[config.mk]
export PLATFORM = sky130hd
export DESIGN_NAME = rcv_frame
export DESIGN_NICKNAME = d
export VERILOG_FILES = /design/src/rtl/rcv_pkg.sv /design/src/rtl/rx_bit_timer.sv /design/src/rtl/rcv_frame.sv
export SDC_FILE = /design/constraint.sdc
export NUM_CORES = 1
export LEC_CHECK = 0
export BUFFER_PORTS_ARGS = -buffer_cell sky130_fd_sc_hd__buf_2
export CAP_MARGIN = 20
export CORE_MARGIN = 4
export CORE_UTILIZATION = 60
export DETAILED_ROUTE_END_ITERATION = 8
export GPL_ROUTABILITY_DRIVEN = 0
export GPL_TIMING_DRIVEN = 0
export PLACE_DENSITY_LB_ADDON = 0.25
export SLEW_MARGIN = 20
export SYNTH_ARGS = -nofsm -noshare
export SYNTH_HDL_FRONTEND = slang
export SYNTH_HIERARCHICAL = 1
export SYNTH_SLANG_ARGS = --single-unit
[constraint.sdc]
create_clock -name clk -period 7.3 [get_ports clk]
set_input_delay 0.73 -clock clk [delete_from_list [all_inputs] [get_ports clk]]
set_output_delay 0.73 -clock clk [all_outputs]
set_load 0.05 [all_outputs]
[src/rtl/rcv_pkg.sv]
// Shared types and defaults for the serial frame receiver.
package rcv_pkg;

  typedef enum logic [2:0] {IDLE, START, DATA, STOP, LOAD} rx_state_t;

  localparam int DEFAULT_CLKS_PER_BIT = 10;

  // Sample counter must reach DATA_BITS+1 for the largest frame (16 data bits).
  localparam int BIT_CNT_W = 5;

endpackage

[src/rtl/rx_bit_timer.sv]
// Bit-period timer: one-cycle sample strobe after a half period, then every full period.
// Strobe fires CLKS_PER_BIT/2 cycles after clear; no backpressure, runs only while enabled.
module rx_bit_timer
  import rcv_pkg::*;
#(
  parameter int CLKS_PER_BIT = DEFAULT_CLKS_PER_BIT,
  parameter int CNT_W        = $clog2(CLKS_PER_BIT + 1)
) (
  input  logic                 clk,
  input  logic                 n_rst,
  input  logic                 clear,
  input  logic                 enable,
  input  logic                 half_first,
  output logic                 sample,
  output logic [BIT_CNT_W-1:0] bit_cnt
);

  localparam logic [CNT_W-1:0] HALF_END = CNT_W'(CLKS_PER_BIT / 2 - 1);
  localparam logic [CNT_W-1:0] FULL_END = CNT_W'(CLKS_PER_BIT - 1);

  logic [CNT_W-1:0] timer;

  assign sample = enable && (timer == (half_first ? HALF_END : FULL_END));

  // Reloading on every strobe keeps each sample exactly one bit period after the last.
  always_ff @(posedge clk or negedge n_rst) begin
    if (!n_rst) begin
      timer   <= '0;
      bit_cnt <= '0;
    end else if (clear) begin
      timer   <= '0;
      bit_cnt <= '0;
    end else if (sample) begin
      timer   <= '0;
      bit_cnt <= bit_cnt + 1'b1;
    end else if (enable) begin
      timer   <= timer + 1'b1;
    end
  end

endmodule

[src/rtl/rcv_frame.sv]
// Serial frame receiver: start-edge detect, mid-bit sampling, LSB-first deserialize, stop check.
// rx_data valid CLKS_PER_BIT/2+(DATA_BITS+1)*CLKS_PER_BIT+2 cycles after start; no backpressure, unread data is overwritten (overrun).
module rcv_frame
  import rcv_pkg::*;
#(
  parameter int DATA_BITS    = 8,
  parameter int CLKS_PER_BIT = DEFAULT_CLKS_PER_BIT,
  parameter int CNT_W        = $clog2(CLKS_PER_BIT + 1)
) (
  input  logic                 clk,
  input  logic                 n_rst,
  input  logic                 serial_in,
  input  logic                 data_read,
  output logic [DATA_BITS-1:0] rx_data,
  output logic                 data_ready,
  output logic                 overrun_error,
  output logic                 framing_error,
  output logic                 busy
);

  localparam logic [BIT_CNT_W-1:0] LAST_DATA = BIT_CNT_W'(DATA_BITS);

  rx_state_t              state;
  rx_state_t              state_nxt;
  logic                   prev_in;
  logic                   start;
  logic                   timing;
  logic                   sample;
  logic [BIT_CNT_W-1:0]   bit_cnt;
  logic [DATA_BITS-1:0]   shift_reg;
  logic [DATA_BITS:0]     shift_ext;

  assign start     = (state == IDLE) && prev_in && !serial_in;
  assign timing    = (state == START) || (state == DATA) || (state == STOP);
  assign busy      = (state != IDLE);
  assign shift_ext = {serial_in, shift_reg};

  rx_bit_timer #(
    .CLKS_PER_BIT (CLKS_PER_BIT),
    .CNT_W        (CNT_W)
  ) u_bit_timer (
    .clk        (clk),
    .n_rst      (n_rst),
    .clear      (start),
    .enable     (timing),
    .half_first (state == START),
    .sample     (sample),
    .bit_cnt    (bit_cnt)
  );

  // bit_cnt already includes the start-bit sample, so the last data bit sees DATA_BITS.
  always_comb begin
    state_nxt = state;
    case (state)
      IDLE:    if (start) state_nxt = START;
      START:   if (sample) state_nxt = serial_in ? IDLE : DATA;
      DATA:    if (sample && (bit_cnt == LAST_DATA)) state_nxt = STOP;
      STOP:    if (sample) state_nxt = serial_in ? LOAD : IDLE;
      LOAD:    state_nxt = IDLE;
      default: state_nxt = IDLE;
    endcase
  end

  always_ff @(posedge clk or negedge n_rst) begin
    if (!n_rst) begin
      state     <= IDLE;
      prev_in   <= 1'b1;
      shift_reg <= '0;
    end else begin
      state   <= state_nxt;
      prev_in <= serial_in;
      if ((state == DATA) && sample) shift_reg <= shift_ext[DATA_BITS:1];
    end
  end

  // A LOAD takes priority over a simultaneous host read of the previous byte.
  always_ff @(posedge clk or negedge n_rst) begin
    if (!n_rst) begin
      rx_data       <= '0;
      data_ready    <= 1'b0;
      overrun_error <= 1'b0;
      framing_error <= 1'b0;
    end else begin
      if (state == LOAD) begin
        rx_data       <= shift_reg;
        data_ready    <= 1'b1;
        overrun_error <= data_ready && !data_read;
      end else if (data_read) begin
        data_ready    <= 1'b0;
        overrun_error <= 1'b0;
      end
      if (start) framing_error <= 1'b0;
      else if ((state == STOP) && sample && !serial_in) framing_error <= 1'b1;
    end
  end

endmodule

# ---- Word level (Yosys, flattened, before mapping)
# Cells that the tools add are included.
dict set report word_totals {
  register_bits 32
  input_bits 4
  output_inout_bits 12
  elab_cells 58
}
dict set report op_classes {
  add_sub_neg 2
  n_eq_ne 10
  muxes 18
  reduce_logical 19
}
# cell n
set op_table {}
lappend op_table {{two-way mux 4 bit} 4}
lappend op_table {{two-way mux 3 bit} 5}
lappend op_table {{one-hot mux 3 bit (4 select lines)} 1}
lappend op_table {{two-way mux 5 bit} 2}
lappend op_table {{logical AND 1 bit} 8}
lappend op_table {{!= test 2 bit (second input constant)} 4}
lappend op_table {{equality test 3 x 2 -> 1 bit (second input constant)} 2}
lappend op_table {{nonzero test 2 bit} 3}
lappend op_table {{nonzero test 3 bit} 2}
lappend op_table {{adder 5 x 1 -> 5 bit (second input constant)} 1}
lappend op_table {{equality test 5 x 4 -> 1 bit (second input constant)} 1}
lappend op_table {{two-way mux 1 bit} 5}
lappend op_table {{adder 4 x 1 -> 4 bit (second input constant)} 1}
lappend op_table {{equality test 4 bit} 1}
lappend op_table {{AND reduction 4 bit} 1}
lappend op_table {{equality test 3 x 1 -> 1 bit (second input constant)} 1}
lappend op_table {{equality test 3 bit (second input constant)} 1}
lappend op_table {{zero test 3 bit} 1}
lappend op_table {{zero test 1 bit} 2}
lappend op_table {{logical OR 1 bit} 2}
lappend op_table {{two-way mux 2 bit} 1}

# ---- Longest topological paths before layout
dict set report logic_depth {
  ltp_word 8
  ltp_mapped 8
  ltp_nobuf 7
}

# ---- Modules after synthesis
# Netlist, hierarchy kept.
# module instances cells_per_inst area_per_inst_um2 seq_area_each_um2
set modules_own_cells {}
lappend modules_own_cells {rcv_frame 1 70 954.7 576.8}
lappend modules_own_cells {rx_bit_timer 1 47 509.2 225.2}

# ---- Worst setup path after synthesis
# Ideal clock, no wire load.
dict set report synth_timing {
  path_type {register to register}
  startpoint {reg state[0]}
  endpoint {reg shift_reg[0]}
  arrival_time_ns 2.286
  t_required_ns 7.175
  path_slack_ns 4.889
  stages_incl_launch_ff 8
  cell_sequence {dfrtp_1 -> buf_4 -> nor3b_1 -> or4bb_1 -> a21oi_4 -> nand2_2 -> nor3_4 -> mux2_2}
}
dict set report synth_between {
  elab_chain_cells 5
  elab_cells_between_ends 9
}
# item line_no
set synth_lines {}
lappend synth_lines {{from (decl)} rcv_frame.sv:23} ;# rx_state_t state;
lappend synth_lines {{from (signal assigned)} rcv_frame.sv:70} ;# state <= state_nxt;
lappend synth_lines {{equality test 3 x 1 -> 1 bit or equality test 3 x 2 -> 1 bit (tied branches)} {rcv_frame.sv:34, rcv_frame.sv:46}}
lappend synth_lines {{two-way mux 4 bit or logical OR 1 bit (tied branches)} {rx_bit_timer.sv:23, rcv_frame.sv:34}}
lappend synth_lines {{equality test 4 bit or logical OR 1 bit (tied branches)} {rx_bit_timer.sv:23, rcv_frame.sv:34}}
lappend synth_lines {{logical AND 1 bit *} rx_bit_timer.sv:23} ;# assign sample = enable && (timer == (half_first ? HALF_END : FULL_END));
lappend synth_lines {{net sample} rcv_frame.sv:28} ;# logic sample;
lappend synth_lines {{logical AND 1 bit *} rcv_frame.sv:72} ;# if ((state == DATA) && sample) shift_reg <= shift_ext[DATA_BITS:1];
lappend synth_lines {{to (signal assigned)} rcv_frame.sv:72}
lappend synth_lines {{to (decl)} rcv_frame.sv:30} ;# logic [DATA_BITS-1:0] shift_reg;
# The timed path passes the listed nets; every way through them passes the cells marked *.
# A chain may end at the register's enable or synchronous reset.

# ---- Worst setup path in the final report
dict set report layout_timing {
  startpoint {reg state[0]}
  endpoint {reg shift_reg[1]}
}
# Same word-level chain as after synthesis.

==> impl_metrics.py <==
metrics = {
    "synthesis": {
        "synth_compound_area_share_pct": 4.53,
        "synth_top_family_by_area": "multiplexers",
        "netlist_area_um2": 1460,
        "synth_nets": 123,
        "muxShareOfSynthArea_pct": 18.1,
        "synthAdderAreaFrac_pct": 1.71,
        "synth_warnings": 6,
        "synthXorXnorAreaFrac_pct": 1.79,
        "synth-seq-cells": 32,
        "ys_types": 32,
        "avgSynthCellArea_um2": 12.5,
        "synthSimpleGateAreaFrac_pct": 16.2,
        "synth_seq_area_share_pct": 54.8,
        "synthCells": 117,
    },
    "cts": {
        "cts_setup_buffers": 0,
        "clkLatencyLatePin_ns": 0.33,
        "clock_path_buffers": 2,
        "cts_max_level": 2,
        "cts-resized-gates": 0,
        "cts_tree": "built",
        "cts_hold_buf": 0,
        "cts-root-buf": "clkbuf_4",
        "clk_pin_slew_ns": 0.10,
        "cts_buffers": 5,
        "cts_sinks": 32,
    },
    "worst_setup_path": {
        "cp_top_family": "simple AND/OR/NAND/NOR gates",
        "worst-path-buf-inv": 1,
        "crit_path_cell_trace": "buf_4, nor3b_1, or4bb_1, a21oi_4, nand2_2, nor3_4, mux2_2",
        "slowest_stage": "or4bb_1",
        "crit_path_max_fanout": 10,
        "cp.required_ns": 7.51,
        "slowest_delay_ns": 0.61,
        "crit_arrival_ns": 2.89,
        "path_class": "reg -> reg",
        "reg2regPathDepth": 7,
        "crit_cells": 7,
        "r2r_start": "state[0]",
        "end_kind": "flip-flop",
        "r2r_end": "shift_reg[1]",
        "r2r_slack_ns": 4.62,
        "start_kind": "flip-flop",
    },
    "routing": {
        "vias_per_cell": 5.52,
        "wl_mm": 2.36,
        "dr.pass1.iters": 4,
        "drc": 0,
        "drt_first_iter_violations": 12,
        "vias": 928,
        "routedWlPerCell_um": 14.1,
        "ant_nets": 0,
    },
    "status": {
        "status": "completed",
    },
    "timing": {
        "max_freq_mhz": 374,
        "final.setup.tns_ns": 0,
        "fin_crit_ns": 2.68,
        "rsz0062_at_grt": "false",
        "period_share_pct": 36.7,
        "slew_headroom_pct": 54.0,
        "final_hold_viol_count": 0,
        "worst-slew-pin-transition_ns": 0.690,
        "setup_viol": 0,
        "slew_viol_final": 0,
        "clock-skew-final_ns": 0.0130,
    },
    "global_route": {
        "gr-total-overflow": 0,
        "grt_usage_pct": 17.0,
        "antenna_found_initial": 0,
        "grt_pass1_vias": 962,
        "grt_max_degree": 33,
        "grt_pass1_wl_mm": 4.22,
    },
    "job": {
        "drv_cap": 0,
    },
    "finish": {
        "drive_gt1_share_pct": 30.7,
        "area_delta_synth_final_pct": 11.5,
        "n_fill_cell": 171,
        "multi_input_area_um2": 621,
        "final_cell_mix": "dfrtp_1 (31), buf_2 (15), mux2_2 (14)",
        "final_core_util_pct": 71.7,
        "num_antenna_cells": 0,
        "nets": 145,
        "seqCellArea_um2": 802,
        "fin_area_um2": 1630,
        "layout_commonest_cell": "dfrtp_1",
    },
    "floorplanning": {
        "dieArea_um2": 3290,
        "die_h_um": 57.4,
        "start_util_pct": 64.3,
        "rows": 17,
        "fp.coreArea_um2": 2280,
        "io_pins": 16,
        "die_w_um": 57.4,
    },
    "placement": {
        "dp_hpwl_mm": 1.70,
        "numPortBuffers": 15,
        "placed_cell_area_um2": 1570,
    },
    "pwr": {
        "p_leak_nw": 0.822,
        "vdd_drop_max_mv": 0.169,
        "p_per_area_nw_per_um2": 294,
    },
    "worst_hold_path": {
        "hold_class": "in -> async",
    },
}
## worst register-to-register path, stage by stage, from the launching register on
cell and delay (ns):
dfrtp_1 0.39, buf_4 0.17, nor3b_1 0.15, or4bb_1 0.61
a21oi_4 0.37, nand2_2 0.14, nor3_4 0.33, mux2_2 0.38
## worst max path at each step
stage | start | end | slack [ns]
global route | state[2] | shift_reg[3] | 4.47
floorplan | state[0] | shift_reg[0] | 4.89
finish | state[0] | shift_reg[1] | 4.62
CTS | state[0] | shift_reg[1] | 4.60
detailed placement | state[0] | shift_reg[1] | 4.63
global placement | state[0] | shift_reg[1] | 4.69
## final cells by class
| type | count | share of cell area, % |
|---|---|---|
| Inverter | 2 | 0.460 |
| Buffer | 5 | 2.07 |
| Multi-Input combinational cell | 78 | 38.0 |
| Tap cell | 28 | 2.15 |
| Clock buffer | 8 | 3.60 |
| Sequential cell | 32 | 49.1 |
| Timing Repair Buffer | 15 | 4.60 |
## kinds of logic (layout without fill, tap and decap cells)
logic type                 Yosys count  after routing
and+or+nand+nor                     41             41
xor gates and xnor gates             3              3
muxes                               24             24
adders and majority gates            2              2
buffers and inverters                7             30
AOI/OAI and AO/OA                    8              8
DFF                                 32             32
## Yosys cell counts
cell type  number  area share [%]
nand3b_1        1            0.51
a221oi_1        1            0.60
mux2i_1         4             2.7
or4bb_1         2             1.5
nor3_1          6             2.1
a31oi_1         1            0.43
buf_4           4             2.1
a21oi_4         1             1.1
mux2_1          6             4.6
inv_1           2            0.51
a21o_1          1            0.51
a21oi_1         1            0.34
mux2_2         14              11
nor3b_1         2             1.0
dfstp_2         1             1.8
nand2_2         1            0.43
ha_1            2             1.7
xor2_1          2             1.2
nand4bb_1       1            0.77
nor2b_1         4             1.7
or3_1           1            0.43
and3_1          1            0.43
a211oi_1        3             1.5
clkbuf_1        1            0.26
nor3_4          1             1.1
nand3_1         2            0.68
dfrtp_1        31              53
nand2b_1        3             1.3
nand2_1         2            0.51
xnor2_1         1            0.60
nor2_1         13             3.3
nand4_1         1            0.43
## metal layers
layer	share of wire (%)	track usage (%)	up-vias
met2	48	26.8	13
met5	0	0	-
met4	3.0	11.3	0
met3	3.7	4.75	9
met1	45	20.3	450
li1	-	-	456
## where the power goes
group	internal [mW]	switching (mW)	total [mW]
registers	0.205	0.0232	0.228
logic	0.0614	0.0848	0.146
clock network	0.0475	0.0581	0.106
total	0.313	0.166	0.480
## stage by stage
stage | hold WS [ns] | cells | setup slack [ns] | total power [mW]
detailed placement | 0.477 | 160 | 4.63 | 0.379
global route | 0.471 | 168 | 4.47 | 0.515
global placement | 0.464 | 160 | 4.69 | 0.372
finish | 0.425 | 168 | 4.62 | 0.480
floorplan | 0.434 | 117 | 4.89 | 0.347
CTS | 0.437 | 168 | 4.60 | 0.485
(Power assumes the default switching activity.)
